[config.mk]
export PLATFORM = sky130hd
export DESIGN_NAME = nibble_serial_adder_ctrl
export DESIGN_NICKNAME = d
export VERILOG_FILES = /design/src/rtl/alu_pkg.sv /design/src/rtl/nibble_serial_adder_ctrl.sv
export SDC_FILE = /design/constraint.sdc
export NUM_CORES = 1
export LEC_CHECK = 0
export CAP_MARGIN = 20
export CORE_MARGIN = 8
export CORE_UTILIZATION = 43
export CTS_CLUSTER_DIAMETER = 80
export DETAILED_ROUTE_END_ITERATION = 16
export PLACE_DENSITY = 0.73
export SYNTH_ARGS = -nofsm -noshare
export SYNTH_HDL_FRONTEND = slang
export SYNTH_SLANG_ARGS = --single-unit
[constraint.sdc]
create_clock -name clk -period 1.5 [get_ports clk]
set_input_delay 0.375 -clock clk [delete_from_list [all_inputs] [get_ports clk]]
set_output_delay 0.375 -clock clk [all_outputs]
set_load 0.02 [all_outputs]
[src/rtl/alu_pkg.sv]
// Shared ALU definitions: opcode constants, nibble width and the
// sequencing state enum used by the nibble-serial adder controller.
package alu_pkg;

    localparam logic [2:0] ALU_OP_ADD = 3'b010;
    localparam int         NIBBLE_W   = 4;

    typedef enum logic [1:0] {
        IDLE = 2'd0,
        RUN  = 2'd1,
        DONE = 2'd2
    } nsa_state_e;

endpackage

[src/rtl/nibble_serial_adder_ctrl.sv]
// Feeds a wide add through an external 4-bit adder one nibble per cycle, LSB first.
// Define NSA_SUB_EN to add the in_sub port (subtract via ~B + 1).
module nibble_serial_adder_ctrl
    import alu_pkg::*;
#(
    parameter  int NIBBLES = 4,
    localparam int W       = NIBBLE_W * NIBBLES
) (
    input  logic                clk,
    input  logic                rst_n,
    input  logic                in_valid,
    output logic                in_ready,
    input  logic [W-1:0]        in_a,
    input  logic [W-1:0]        in_b,
    input  logic                in_cin,
`ifdef NSA_SUB_EN
    input  logic                in_sub,
`endif
    output logic                out_valid,
    input  logic                out_ready,
    output logic [W-1:0]        out_sum,
    output logic                out_cout,
    output logic [NIBBLE_W-1:0] add_a,
    output logic [NIBBLE_W-1:0] add_b,
    output logic                add_cin,
    output logic [2:0]          add_control,
    input  logic [NIBBLE_W-1:0] add_result,
    input  logic                add_cout
);

    localparam int              IDX_W    = (NIBBLES > 1) ? $clog2(NIBBLES) : 1;
    localparam logic [IDX_W-1:0] LAST_IDX = IDX_W'(NIBBLES - 1);

    nsa_state_e                       state_q;
    logic [IDX_W-1:0]                 idx_q;
    logic [IDX_W-1:0]                 idx_d;
    logic [NIBBLES-1:0][NIBBLE_W-1:0] a_q;
    logic [NIBBLES-1:0][NIBBLE_W-1:0] b_q;
    logic [NIBBLES-1:0][NIBBLE_W-1:0] sum_q;
    logic                             carry_q;
    logic                             out_valid_q;

    assign idx_d = idx_q + 1'b1;

    // NOTE: sequential state uses <= so every register samples pre-edge values.
    always_ff @(posedge clk) begin
        if (!rst_n) begin
            state_q     <= IDLE;
            idx_q       <= '0;
            a_q         <= '0;
            b_q         <= '0;
            sum_q       <= '0;
            carry_q     <= 1'b0;
            out_valid_q <= 1'b0;
        end else begin
            case (state_q)
                IDLE: begin
                    if (in_valid) begin
                        a_q     <= in_a;
                        b_q     <= in_b;
                        carry_q <= in_cin;
`ifdef NSA_SUB_EN
                        // Two's-complement subtract: invert B and force carry-in high.
                        if (in_sub) begin
                            b_q     <= ~in_b;
                            carry_q <= 1'b1;
                        end
`endif
                        idx_q   <= '0;
                        state_q <= RUN;
                    end
                end
                RUN: begin
                    sum_q[idx_q] <= add_result;
                    carry_q      <= add_cout;
                    if (idx_q == LAST_IDX) begin
                        out_valid_q <= 1'b1;
                        state_q     <= DONE;
                    end else begin
                        idx_q <= idx_d;
                    end
                end
                DONE: begin
                    if (out_ready) begin
                        out_valid_q <= 1'b0;
                        state_q     <= IDLE;
                    end
                end
                default: state_q <= IDLE;
            endcase
        end
    end

    // NOTE: every output gets a default first so no path can infer a latch.
    always_comb begin
        add_a   = '0;
        add_b   = '0;
        add_cin = 1'b0;
        if (state_q == RUN) begin
            add_a   = a_q[idx_q];
            add_b   = b_q[idx_q];
            add_cin = carry_q;
        end
    end

    assign in_ready    = rst_n && (state_q == IDLE);
    assign out_valid   = out_valid_q;
    assign out_sum     = sum_q;
    assign out_cout    = carry_q;
    assign add_control = ALU_OP_ADD;

endmodule

# After elaboration in Yosys (flattened, before gate mapping)
# Cells that the tools add are included.
# W data, S select, Z words.
[word_totals]
ff_bits = 54
input_bits = 42
wordCells = 58
[op_classes]
addsub = 1
n_lt_le_gt_ge = 2
eq_ne = 7
mux = 22
n_reduce_logical = 10
[op_table]
columns = ["cell", "count"]
rows = [
  ["$mux W4", 5],
  ["$bmux W4 S2", 2],
  ["$bwmux W16", 1],
  ["$mux W2", 5],
  ["$reduce_and A3 Y1", 3],
  ["$demux W4 S2", 1],
  ["$ne A2 B2 Y1 const B", 4],
  ["$pmux W2 S3", 1],
  ["$eq A2 B2 Y1 const B", 2],
  ["$mux W1", 4],
  ["$pmux W1 S2", 2],
  ["$pmux W2 S2", 1],
  ["$reduce_and A2 Y1", 2],
  ["$reduce_bool A2 Y1", 2],
  ["$lt A2 B3 Y1 const B", 1],
  ["$add A2 B1 Y2 const B", 1],
  ["$eq A2 B1 Y1 const B", 1],
  ["$ge A2 B1 Y1 const B", 1],
  ["$logic_and A1 B1 Y1", 2],
  ["$logic_not A2 Y1", 1],
]

# Logic depth before layout (Yosys ltp)
# Gate-level depths: netlist of the first run.
[logic_depth]
word_depth = 5
ltp_mapped = 6
depth_no_buf = 5

# Worst setup path before layout of the first run
# No wires, ideal clock.
[synth_timing]
path_kind = "reg-to-output"
from = "reg idx_q[0]"
to = "out add_a[3]"
arrival_time_ns = 1.241
required_ns = 1.125
path_slack_ns = -0.116
stages_incl_launch_ff = 4
cell_sequence = "dfxtp_1 > buf_6 > mux4_2 > and2_1"
[synth_between]
elab_chain_cells = 3
[synth_lines]
columns = ["item", "line", "rtl"]
rows = [
  ["start, declared", "nibble_serial_adder_ctrl.sv:35", "logic [IDX_W-1:0] idx_q;"],
  ["start signal, assigned", "nibble_serial_adder_ctrl.sv:80", "idx_q <= idx_d;"],
  ["$bmux W4 S2", "nibble_serial_adder_ctrl.sv:100", "add_a = a_q[idx_q];"],
  ["$mux W4 (implied by the code)", "nibble_serial_adder_ctrl.sv:100", ""],
  ["$mux W4", "nibble_serial_adder_ctrl.sv:99", "if (state_q == RUN) begin"],
  ["end, declared", "nibble_serial_adder_ctrl.sv:23", "output logic [NIBBLE_W-1:0] add_a,"],
]
# Every way passes these cells. The select of a mux whose other input is x is not followed.

# Worst setup path in the final report of the first run
[layout_timing]
from = "reg idx_q[0]"
to = "out add_b[1]"
[layout_between]
elab_chain_cells = 3
[layout_lines]
columns = ["item", "line", "rtl"]
rows = [
  ["$bmux W4 S2", "nibble_serial_adder_ctrl.sv:101", "add_b = b_q[idx_q];"],
  ["$mux W4 (implied by the code)", "nibble_serial_adder_ctrl.sv:101", ""],
  ["$mux W4", "nibble_serial_adder_ctrl.sv:99", ""],
  ["end, declared", "nibble_serial_adder_ctrl.sv:24", "output logic [NIBBLE_W-1:0] add_b,"],
]
# Every way passes these cells. The select of a mux whose other input is x is not followed.

==> flow_results.org, run 1 <==
** Run status
- The flow ran to the end, but the final reports show violations.
- Violations in the final reports :: negative setup slack

** Timing
- The final hold violation count is 0.
- Setup repair after global routing could not meet its margin everywhere.
- The final-report max-slew violation count was 0.
- Derived from the worst setup path, the maximum achievable clock frequency is 0.531 GHz.
- Setup violations remaining at the end of the flow were counted as 9.
- Worst Clk Skew :: 0.00563 ns
- After layout, the worst setup slack is -0.384 ns.
- The smallest clock period supported by the final layout is computed as 1.88 ns.
- Period Utilization, post-route :: 1.26

** Floorplan
- I/O Pins :: 73
- The total area inside the core boundary comes to 5920 µm².
- For this configuration, the core starts out at a cell density of 0.446.
- Die extent in y :: 94.4 µm
- Row cnt :: 28
- Area of the die :: 8910 µm²
- Die X :: 94.4 µm

** Clocking
- Clock root buffer :: sky130_fd_sc_hd__clkbuf_8
- The clock drives 54 sinks.
- Buffers inserted to repair hold after CTS numbered 0.
- The clock passes through at most 2 buffers.
- The clock reaches the later pin of the worst-skew pair after 0.30 ns.
- Clock tree from TritonCTS :: done
- In this run the number of H-tree levels came out at 2.
- The number of clock buffers added by TritonCTS is 5.
- Clock-pin slew was measured on the worst setup and hold paths at 0.09 ns.

** Routing
- Vias :: 2113
- Once detail routing completed, the nets flagged for antenna violations numbered 0.
- The final layout contains routed wiring with a total length of 6.08 mm.
- Total DRC errors in the routed layout :: 0
- First DRT Iteration DRCs :: 110
- The first detailed-routing pass took 4 iterations.
- Routed WL per cell :: around 14 µm
- After detailed routing, the number of vias per cell comes to ~5.0.

** Worst setup path
- Worst Path Required :: between 1 and 1.5 ns
- Crit path kind :: reg -> out
- Worst path arrival time :: 1.51 ns
- Maximum fanout along the worst path :: 6
- Kind of start point of the critical path :: flip-flop
- Critical Path Sink Type :: output port

** Layout
- For this run, the share of the core covered by cells in the final layout is 0.602.
- Finished layout cell area :: 3560 µm²
- Fraction of layout cells with a size suffix above 1 :: 0.262
- The repair_antennas step left the layout with diodes totalling 0.
- Final Net Count :: between 300 and 400
- Area growth from synthesis to layout :: 34.9%
- Once layout is complete, the cells apart from fillers number 426.
- Filler Cell Count :: roughly 540
- Commonest cells after routing, fill and taps aside :: sky130_fd_sc_hd__nand2_1 (85), sky130_fd_sc_hd__dfxtp_1 (50), sky130_fd_sc_hd__clkdlybuf4s50_1 (40)
- Most common cell after layout, fill and taps aside :: sky130_fd_sc_hd__nand2_1

** Global route
- Across every metal layer, demand over resource in global routing totals 0.136.
- The initial antenna violation count is 0.
- Entering global routing, the biggest net connects 57 pins.
- Vias in the first global route :: between 2k and 2.5k
- Leftover overflow at the end of global routing :: 0
- The first global-routing pass estimated 9.76 mm of wire.

** Synth
- Yosys printed 0 warnings.
- Mapped Area :: 2640 µm²
- For this run, the leading register cell type out of synthesis is sky130_fd_sc_hd__dfxtp_1.
- Cell variety after synth :: 29
- The share of the Yosys chip area taken by registers is 0.409.
- Post-Syn Instances :: 277
- Flip-flop and latch count after synthesis :: 54
- A synthesized cell averages 9.54 µm².
- Fraction of synthesis flops using an asynchronous set or reset pin :: 0
- Number of synthesized flops with an enable pin :: 0

** Place
- Counting tap cells, the placed design contains a total of 412 instances.
- The wire-length estimate of the detail-placed layout is between 4 and 5 mm.
- Routability-driven placement finished with a final weighted congestion of 0.731.
- Total of buffers placed on input and output ports :: 69
- Total placed instance area :: 3360 µm²

** Pwr
- Dividing total power by cell area gives a power density of 869 nW/µm².
- Sum of internal, switching and leakage power :: 0.00310 W
- VDD IR max :: 555 µV
- Reported leakage power :: 1.39 nW

** Flow run
- The tool flagged a number of max-cap violations equal to 0.

** Hold path
- HP Class :: reg -> reg
[where the power goes]
group / total, W / internal [W] / switching, W
logic: 0.000589 / 0.000320 / 0.000268
registers: 0.00155 / 0.00150 / 0.0000434
clock network: 0.000960 / 0.000498 / 0.000462
[per-stage QoR]
step	hold WS (ns)	setup WS, ns	TNS [ns]
2_1_floorplan	0.440	-0.0172	-0.0965
3_3_place_gp	0.447	-0.527	-12.94
3_5_place_dp	0.448	-0.551	-13.42
4_1_cts	0.459	-0.405	-3.17
5_1_grt	0.471	-0.448	-3.55
6_report	0.457	-0.384	-2.99
[layout make-up]
cell class,count,area [µm²],share of cell area
Timing Repair Buffer,88,871,0.244
Inverter,3,11.3,0.00316
Multi-Input combinational cell,198,1390,0.389
Clock inverter,2,37.5,0.0105
Tap cell,75,93.8,0.0263
Clock buffer,6,72.6,0.0204
Sequential cell,54,1090,0.306
[cells by family (layout without fill, tap and decap cells)]
kind of cell / after synthesis / in the layout / synth area share
DFF: 54 / 54 / 0.409
AOI/OAI and AO/OA: 55 / 55 / 0.196
muxes: 8 / 8 / 0.0682
other: 2 / 3 / 0.00284
adders and majority gates: 5 / 5 / 0.0237
buffers and inverters: 26 / 99 / 0.0791
and+or+nand+nor: 127 / 127 / 0.221
[final timing paths]
path,startpoint,to,slack [ns],cells past startpoint
setup / recovery,idx_q[0],add_b[1],-0.38,3
setup reg to reg,state_q[1],out_sum[13],0.11,6
hold reg to reg,out_sum[5],out_sum[5],0.46,2
hold / removal,out_sum[5],out_sum[5],0.46,2
[sequential cells by signal, summed over array words and instances, names as in the netlist]
| signal | cells |
|---|---|
| out_valid | 1 |
| out_cout | 1 |
| state_q | 2 |
| idx_q | 2 |
| b_q | 16 |
| out_sum | 16 |
| a_q | 16 |
[worst max-delay path: stages, from the launching register on]
cell	delay, ns
sky130_fd_sc_hd__dfxtp_4	0.42
sky130_fd_sc_hd__mux4_2	0.51
sky130_fd_sc_hd__and2_4	0.16
sky130_fd_sc_hd__buf_6	0.12
[what timing repair did]
action                     4_1_cts  5_1_grt
setup buffers                    4        2
pin swaps                        0        1
setup endpoints to repair       28       12
resized for setup               86        5
[layer usage]
metal	routed length [µm]	vias to the layer above	global-route usage
met5	0	-	0
met4	89	0	0.0555
met3	340	7	0.0270
met2	3010	55	0.234
met1	2650	988	0.163
li1	-	1063	-
[synthesized netlist by cell type, types with 3 or more instances]
cell type                  count  area share
sky130_fd_sc_hd__dfxtp_1      54        0.41
sky130_fd_sc_hd__o21ai_0       3      0.0057
sky130_fd_sc_hd__a21boi_0      9       0.026
sky130_fd_sc_hd__buf_4         3      0.0085
sky130_fd_sc_hd__nand3_1      16       0.030
sky130_fd_sc_hd__and2_1       10       0.024
sky130_fd_sc_hd__nand2_1      85        0.12
sky130_fd_sc_hd__ha_1          5       0.024
sky130_fd_sc_hd__a21boi_1     10       0.028
sky130_fd_sc_hd__buf_6        13       0.055
sky130_fd_sc_hd__a21boi_2     30        0.13
sky130_fd_sc_hd__mux4_2        8       0.068
sky130_fd_sc_hd__clkbuf_1      5      0.0071
sky130_fd_sc_hd__nand3b_1      4       0.011
sky130_fd_sc_hd__inv_1         3      0.0043
(Power assumes the default switching activity.)
==> inputs of run 2 (changes only) <==
--- a/config.mk
+++ b/config.mk
@@ -7,10 +7,10 @@
 export LEC_CHECK = 0
 export CAP_MARGIN = 20
 export CORE_MARGIN = 8
-export CORE_UTILIZATION = 43
+export CORE_UTILIZATION = 52
 export CTS_CLUSTER_DIAMETER = 80
 export DETAILED_ROUTE_END_ITERATION = 16
-export PLACE_DENSITY = 0.73
+export PLACE_DENSITY = 0.83
 export SYNTH_ARGS = -nofsm -noshare
 export SYNTH_HDL_FRONTEND = slang
 export SYNTH_SLANG_ARGS = --single-unit
==> constraint.sdc (replaced) <==
create_clock -name clk -period 2.4 [get_ports clk]
set_input_delay 0.6 -clock clk [delete_from_list [all_inputs] [get_ports clk]]
set_output_delay 0.6 -clock clk [all_outputs]
set_load 0.02 [all_outputs]
==> flow_results.org, run 2 (synthesis results as in run 1) <==
** Run status
- Run status :: finished clean (was finished with violations)

** Worst setup path
- Worst path arrival time :: 1.73 ns (was 1.51 ns)
- The startpoint of the most critical setup path is idx_q[0] (unchanged).
- The number of buffers and inverters on the critical path is 2 (was 1).
- Sequence of cells on the critical path: buf_12, mux4_2, and2_1, clkdlybuf4s15_1 (was mux4_2, and2_4, buf_6).
- The delay contributed by the slowest stage of the critical path is 0.47 ns (was 0.51 ns).
- The class of the most critical setup path was reg -> out (unchanged).
- The slowest cell on the critical path is sky130_fd_sc_hd__mux4_2 (unchanged).
- End of the worst register-to-register path :: idx_q[0] (was out_sum[13])
- Maximum fanout along the worst path :: 7 (was 6)
- Cell type group with the largest total delay on the critical path :: multiplexers (unchanged)
- The reg-to-reg startpoint is state_q[0] (was state_q[1]).
- Worst Path Required :: 1.80 ns (was 1.12 ns)
- Path depth of the worst reg2reg path :: 5 (was 6)
- The sort of element at the start of the critical path is a flip-flop (unchanged).
- The worst-case register-to-register setup slack is 0.94 ns (was 0.11 ns).
- The kind of end point of the critical path was an output port (unchanged).

** Routing
- The average via count per standard cell came to 5.02 (was 4.96).
- Detailed Routing Iterations Pass 1 :: 4 (unchanged)
- Vias :: 2082 (was 2113)
- Routed WL per cell :: 14.2 µm (was 14.3 µm)
- Total DRC errors in the routed layout :: 0 (unchanged)
- Post-route antenna net violation count :: 0 (unchanged)
- Total Wirelength :: 5.90 mm (was 6.08 mm)
- First DRT Iteration DRCs :: 117 (was 110)

** Global route
- Global-route wire length before repair :: 9.59 mm (was 9.76 mm)
- Vias in the first global route :: 2034 (was 2072)
- Largest net degree at the start of global routing :: 57 (unchanged)
- The total global routing track utilization was 0.157 (was 0.136).
- The residual overflow from global routing came to 0 (unchanged).
- Number of antenna violations at the first check in global routing :: 0 (unchanged)

** Hold path
- Launch point of the worst hold path :: out_sum[1] (was out_sum[5])
- Hold path cells :: 2 (unchanged)
- Worst Hold Endpoint :: out_sum[1] (was out_sum[5])
- HP Class :: reg -> reg (unchanged)

** Layout
- The most common cell after layout, fill and taps aside is sky130_fd_sc_hd__nand2_1 (unchanged).
- The cell area after layout is 3420 µm² (was 3560 µm²).
- Fraction of layout cells with a size suffix above 1 :: 0.197 (was 0.262)
- The antenna diode count was 0 (unchanged).
- The layout net count was 391 (was 397).
- Commonest cells after routing, fill and taps aside: sky130_fd_sc_hd__nand2_1 (85), sky130_fd_sc_hd__clkdlybuf4s50_1 (60), sky130_fd_sc_hd__dfxtp_1 (51) (was sky130_fd_sc_hd__nand2_1 (85), sky130_fd_sc_hd__dfxtp_1 (50), sky130_fd_sc_hd__clkdlybuf4s50_1 (40)).
- Area growth from synthesis to layout :: 29.4% (was 34.9%)
- The post-route non-filler standard cell count was 415 (was 426).

** Pwr
- VDD IR max :: 343 µV (was 555 µV)
- Reported leakage power :: 1.24 nW (was 1.39 nW)
- The power density of the placed cells is 537 nW/µm² (was 869 nW/µm²).

** Clocking
- Clock tree from TritonCTS :: done (unchanged)
- The worst-skew pair later-pin latency came to 0.30 ns (about the same).
- Clock transition at the registers of the reported paths :: 0.09 ns (about the same)
- Number of hold-repair buffers added at the cts stage :: 0 (unchanged)
- Maximum clock insertion buffer count :: 2 (unchanged)
- The clock net sink count came to 54 (unchanged).
- The level count of the clock H-tree was 2 (unchanged).
- TritonCTS Buffers :: 5 (unchanged)
- The cell at the root of the clock tree is sky130_fd_sc_hd__clkbuf_8 (unchanged).

** Floorplan
- The number of rows in the core area came to 26 (was 28).
- Area of the die :: 7620 µm² (was 8910 µm²)
- The overall die width was 87.3 µm (was 94.4 µm).
- Die extent in y :: 87.3 µm (was 94.4 µm)
- The initial core utilization is 0.527 (was 0.446).
- CORE AREA :: 5010 µm² (was 5920 µm²)
- The I/O pin count came to 73 (unchanged).

** Timing
- In the finished design, the share of the clock period the worst path needs comes to 0.970.
- Slew Limit Fails :: 0 (unchanged)
- Maximum frequency from static timing analysis :: 0.430 GHz
- The worst path needs about 2.3 ns of the cycle, external delays included.
- Finish-stage setup viols :: 0 (was 9)
- Final hold violation count :: 0 (unchanged)
- The smallest hold slack came to 0.458 ns (was 0.457 ns).
- Worst Clk Skew :: 0.00445 ns (was 0.00563 ns)

** Place
- The placer congestion estimate is 0.749 (was 0.731).
- HPWL after detailed placement :: 4.45 mm (was 4.32 mm)
- Total of buffers placed on input and output ports :: 69 (unchanged)
- Total placed instance area :: 3340 µm² (was 3360 µm²)
- Placed cell count :: 407 (was 412)

** Flow run
- Max-capacitance violation count :: 0 (unchanged)
## run 2: metrics by stage
stage	util	TNS, ns	power, W	setup WS (ns)
2_1_floorplan	-	0	0.00121	0.512
3_3_place_gp	0.666	-0.246	0.00133	-0.246
3_5_place_dp	0.666	-0.224	0.00134	-0.224
4_1_cts	0.683	0	0.00185	0.00327
5_1_grt	0.682	-0.00326	0.00192	-0.00326
6_report	0.682	0	0.00183	0.0729
## run 2: repair_timing
action,in CTS,in global routing
resized for setup,12,10
setup endpoints to repair,10,7
pin swaps,0,0
hold endpoints to repair,0,0
buffers inserted,0,0
## run 2: layout make-up
class,count,area (µm²)
Sequential cell,54,1090
Multi-Input combinational cell,198,1360
Tap cell,70,87.6
Clock buffer,6,82.6
Inverter,3,11.3
Timing Repair Buffer,82,781
Clock inverter,2,12.5
Fill cell,419,1590
## run 2: how the worst max path moves through the flow
stage | end | depth (start not counted)
3_5_place_dp | in_ready | 3
4_1_cts | add_cin | 3
2_1_floorplan | in_ready | 2
3_3_place_gp | in_ready | 3
5_1_grt | add_b[3] | 4
6_report | add_b[3] | 4
## run 2: routing by layer
layer / vias up / part of all wire / track usage
met5: - / 0 / 0
met4: 0 / 0.0061 / 0.0375
met3: 5 / 0.046 / 0.0406
met2: 50 / 0.50 / 0.273
met1: 973 / 0.45 / 0.187
li1: 1054 / - / -
## run 2: worst reg2reg max path: cells and delay by family (launching register included)
kind | cells | cell delay [ns]
simple gates | 1 | 0.39
buf+inv | 2 | 0.37
flops | 1 | 0.36
compound gates | 2 | 0.21
## run 2: power by group
group	switching, W	internal (W)
registers	0.0000260	0.000940
clock network	0.000289	0.000232
logic	0.000163	0.000184
==> inputs of run 3 (changes only) <==
--- a/config.mk
+++ b/config.mk
@@ -6,7 +6,6 @@
 export NUM_CORES = 1
 export LEC_CHECK = 0
 export CAP_MARGIN = 20
-export CORE_MARGIN = 8
 export CORE_UTILIZATION = 52
 export CTS_CLUSTER_DIAMETER = 80
 export DETAILED_ROUTE_END_ITERATION = 16
==> flow_results.org, run 3 (synthesis results as in run 1) <==
** Place
- The placer congestion estimate is 0.735 (was 0.749).
- Total placed instance area :: 3310 µm² (was 3340 µm²)
- Total of buffers placed on input and output ports :: 69 (unchanged)
- The pre-CTS setup slack came to -0.257 ns (was -0.224 ns).
- HPWL after detailed placement :: 3.88 mm (was 4.45 mm)

** Routing
- Total Wirelength :: 5.37 mm (was 5.90 mm)
- The number of DRC markers after the initial detailed-route iteration was 125 (was 117).
- Vias/cell :: 5.12 (was 5.02)
- Vias :: 2093 (was 2082)
- The number of optimization iterations in the first detailed-route pass is 5 (was 4).
- The DRC violations left was 0 (unchanged).
- The routed wirelength normalized by instance count was 13.1 µm (was 14.2 µm).
- The number of nets still failing antenna checks after routing was 0 (unchanged).

** Worst setup path
- The class of the most critical setup path was reg -> out (unchanged).
- The sort of element at the start of the critical path is a flip-flop (unchanged).
- The largest delay contributor family on the critical path was multiplexers (unchanged).
- Worst path arrival time :: 1.76 ns (was 1.73 ns)
- Critical Path Sink Type :: output port (unchanged)
- Crit path max-delay cell type :: sky130_fd_sc_hd__mux4_2 (unchanged)
- The reg-to-reg startpoint is state_q[0] (unchanged).
- Maximum cell stage delay along the critical path :: 0.48 ns (was 0.47 ns)
- Source of the critical timing path :: idx_q[0] (unchanged)
- The maximum fanout count along the critical path came to 6 (was 7).
- Sequence of cells on the critical path :: buf_12, mux4_2, and2_1, dlygate4sd2_1 (was buf_12, mux4_2, and2_1, clkdlybuf4s15_1)
- Buffers and inverters on the worst path :: 2 (unchanged)
- The data required time at the worst endpoint was 1.80 ns (about the same).

** Timing
- The setup violation total in the final timing report is 0 (unchanged).
- The total negative setup slack was 0 ns (unchanged).
- Slew Limit Fails :: 0 (unchanged)
- Final hold violation count :: 0 (unchanged)
- The worst setup slack after layout was 0.0422 ns (was 0.0729 ns).
- Period Utilization, post-route :: 0.982 (was 0.970)
- Worst Clk Skew :: 0.00588 ns (was 0.00445 ns)
- Clock period minus final worst setup slack :: 2.36 ns (was 2.33 ns)
- Worst-case hold slack :: 0.459 ns (was 0.458 ns)
- Maximum frequency from static timing analysis :: 0.424 GHz (was 0.430 GHz)
- Setup repair after global routing left no endpoint under its margin.

** Floorplan
- Die extent in y :: 73.3 µm (was 87.3 µm)
- Effective utilization at floorplan :: 0.548 (was 0.527)
- Area of the die :: 5370 µm² (was 7620 µm²)
- Row cnt :: 25 (was 26)
- The I/O pin count came to 73 (unchanged).
- The placeable core area was 4820 µm² (was 5010 µm²).
- Die X :: 73.3 µm (was 87.3 µm)

** Flow run
- The max-capacitance violation count came to 0 (unchanged).

** Run status
- Run status: finished clean (unchanged).

** Layout
- The antenna diode count was 0 (unchanged).
- Fraction of layout cells with a size suffix above 1 :: 0.178 (was 0.197)
- Commonest cells after routing, fill and taps aside: sky130_fd_sc_hd__nand2_1 (85), sky130_fd_sc_hd__clkdlybuf4s50_1 (59), sky130_fd_sc_hd__dfxtp_1 (52) (was sky130_fd_sc_hd__nand2_1 (85), sky130_fd_sc_hd__clkdlybuf4s50_1 (60), sky130_fd_sc_hd__dfxtp_1 (51)).
- Area growth from synthesis to layout :: 28.6% (was 29.4%)
- Final Net Count :: 388 (was 391)
- Finished layout cell area :: 3400 µm² (was 3420 µm²)
- The final-layout fill cell count came to 381 (was 419).
- Most common cell after layout, fill and taps aside :: sky130_fd_sc_hd__nand2_1 (unchanged)

** Global route
- The maximum number of pins on one net before global-route repair came to 57 (unchanged).
- The global-route wire length before repair came to 8.73 mm (was 9.59 mm).
- The total global routing track utilization came to 0.215 (was 0.157).
- Vias in the first global route :: 1929 (was 2034)
- The initial antenna violation count came to 0 (unchanged).
- Leftover overflow at the end of global routing :: 0 (unchanged)

** Pwr
- The total chip power was 0.00182 W (was 0.00183 W).
- The power density of the placed cells came to 537 nW/µm² (about the same).
- VDD IR max :: 323 µV (was 343 µV)
- Reported leakage power :: 1.25 nW (was 1.24 nW)

** Clocking
- The level count of the clock H-tree came to 2 (unchanged).
- Maximum clock insertion buffer count :: 2 (unchanged)
- The CTS tree was done (unchanged).
- TritonCTS Buffers :: 5 (unchanged)
- The cell at the root of the clock tree is sky130_fd_sc_hd__clkbuf_8 (unchanged).
- The clock slew at the register clock pins of the worst setup and hold paths came to 0.09 ns (about the same).
- The worst-skew pair later-pin latency is 0.30 ns (about the same).
- The number of buffers inserted for hold repair after clock tree synthesis came to 0 (unchanged).
- Clock tree sinks :: 54 (unchanged)

** Hold path
- The hold path startpoint is out_sum[7] (was out_sum[1]).
- The worst hold path class is reg -> reg (unchanged).
## run 3: layer usage
metal / part of all wire / GRT usage
met1: 0.44 / 0.275
met2: 0.49 / 0.364
met3: 0.053 / 0.0370
met4: 0.016 / 0.0784
met5: 0 / 0
## run 3: area by class of cell
cell class	count	area, µm²	share of cell area
clock buffers	7	86.3	0.0254
clock inverters	1	5.00	0.00147
inverters	3	11.3	0.00332
multi-input cells	198	1360	0.399
flip-flops and latches	54	1090	0.320
well taps	67	83.8	0.0247
repair buffers	79	767	0.226
## run 3: timing repair
item | CTS | global route
gates cloned | 0 | 0
setup endpoints to repair | 9 | 3
setup buffers | 0 | 0
resized for setup | 12 | 5
endpoints found under the hold margin | 0 | 0
pin swaps | 0 | 0
## run 3: final timing paths
path | depth (start not counted) | slack (ns) | end
hold / removal | 2 | 0.46 | out_sum[7]
setup / recovery | 4 | 0.04 | add_b[1]
setup reg to reg | 5 | 0.94 | idx_q[0]
hold reg to reg | 2 | 0.46 | out_sum[7]
## run 3: per-stage QoR
step / cells / util
floorplan: 278 / -
global placement: 401 / 0.687
detailed placement: 401 / 0.687
CTS: 409 / 0.705
global route: 409 / 0.705
finish: 409 / 0.705
## run 3: power breakdown
| part | leakage, nW | internal [W] | switching (W) | total [W] |
|---|---|---|---|---|
| sequential | 0.442 | 0.000940 | 0.0000247 | 0.000964 |
| combinational | 0.764 | 0.000179 | 0.000161 | 0.000340 |
| clock | 0.0482 | 0.000233 | 0.000287 | 0.000520 |
## run 3: worst reg2reg max path, stage by stage (launching register included)
cell and delay (ns):
sky130_fd_sc_hd__dfxtp_1 0.36, sky130_fd_sc_hd__buf_4 0.18, sky130_fd_sc_hd__or3b_1 0.39, sky130_fd_sc_hd__buf_4 0.21, sky130_fd_sc_hd__o21ai_2 0.09, sky130_fd_sc_hd__o21ai_0 0.11
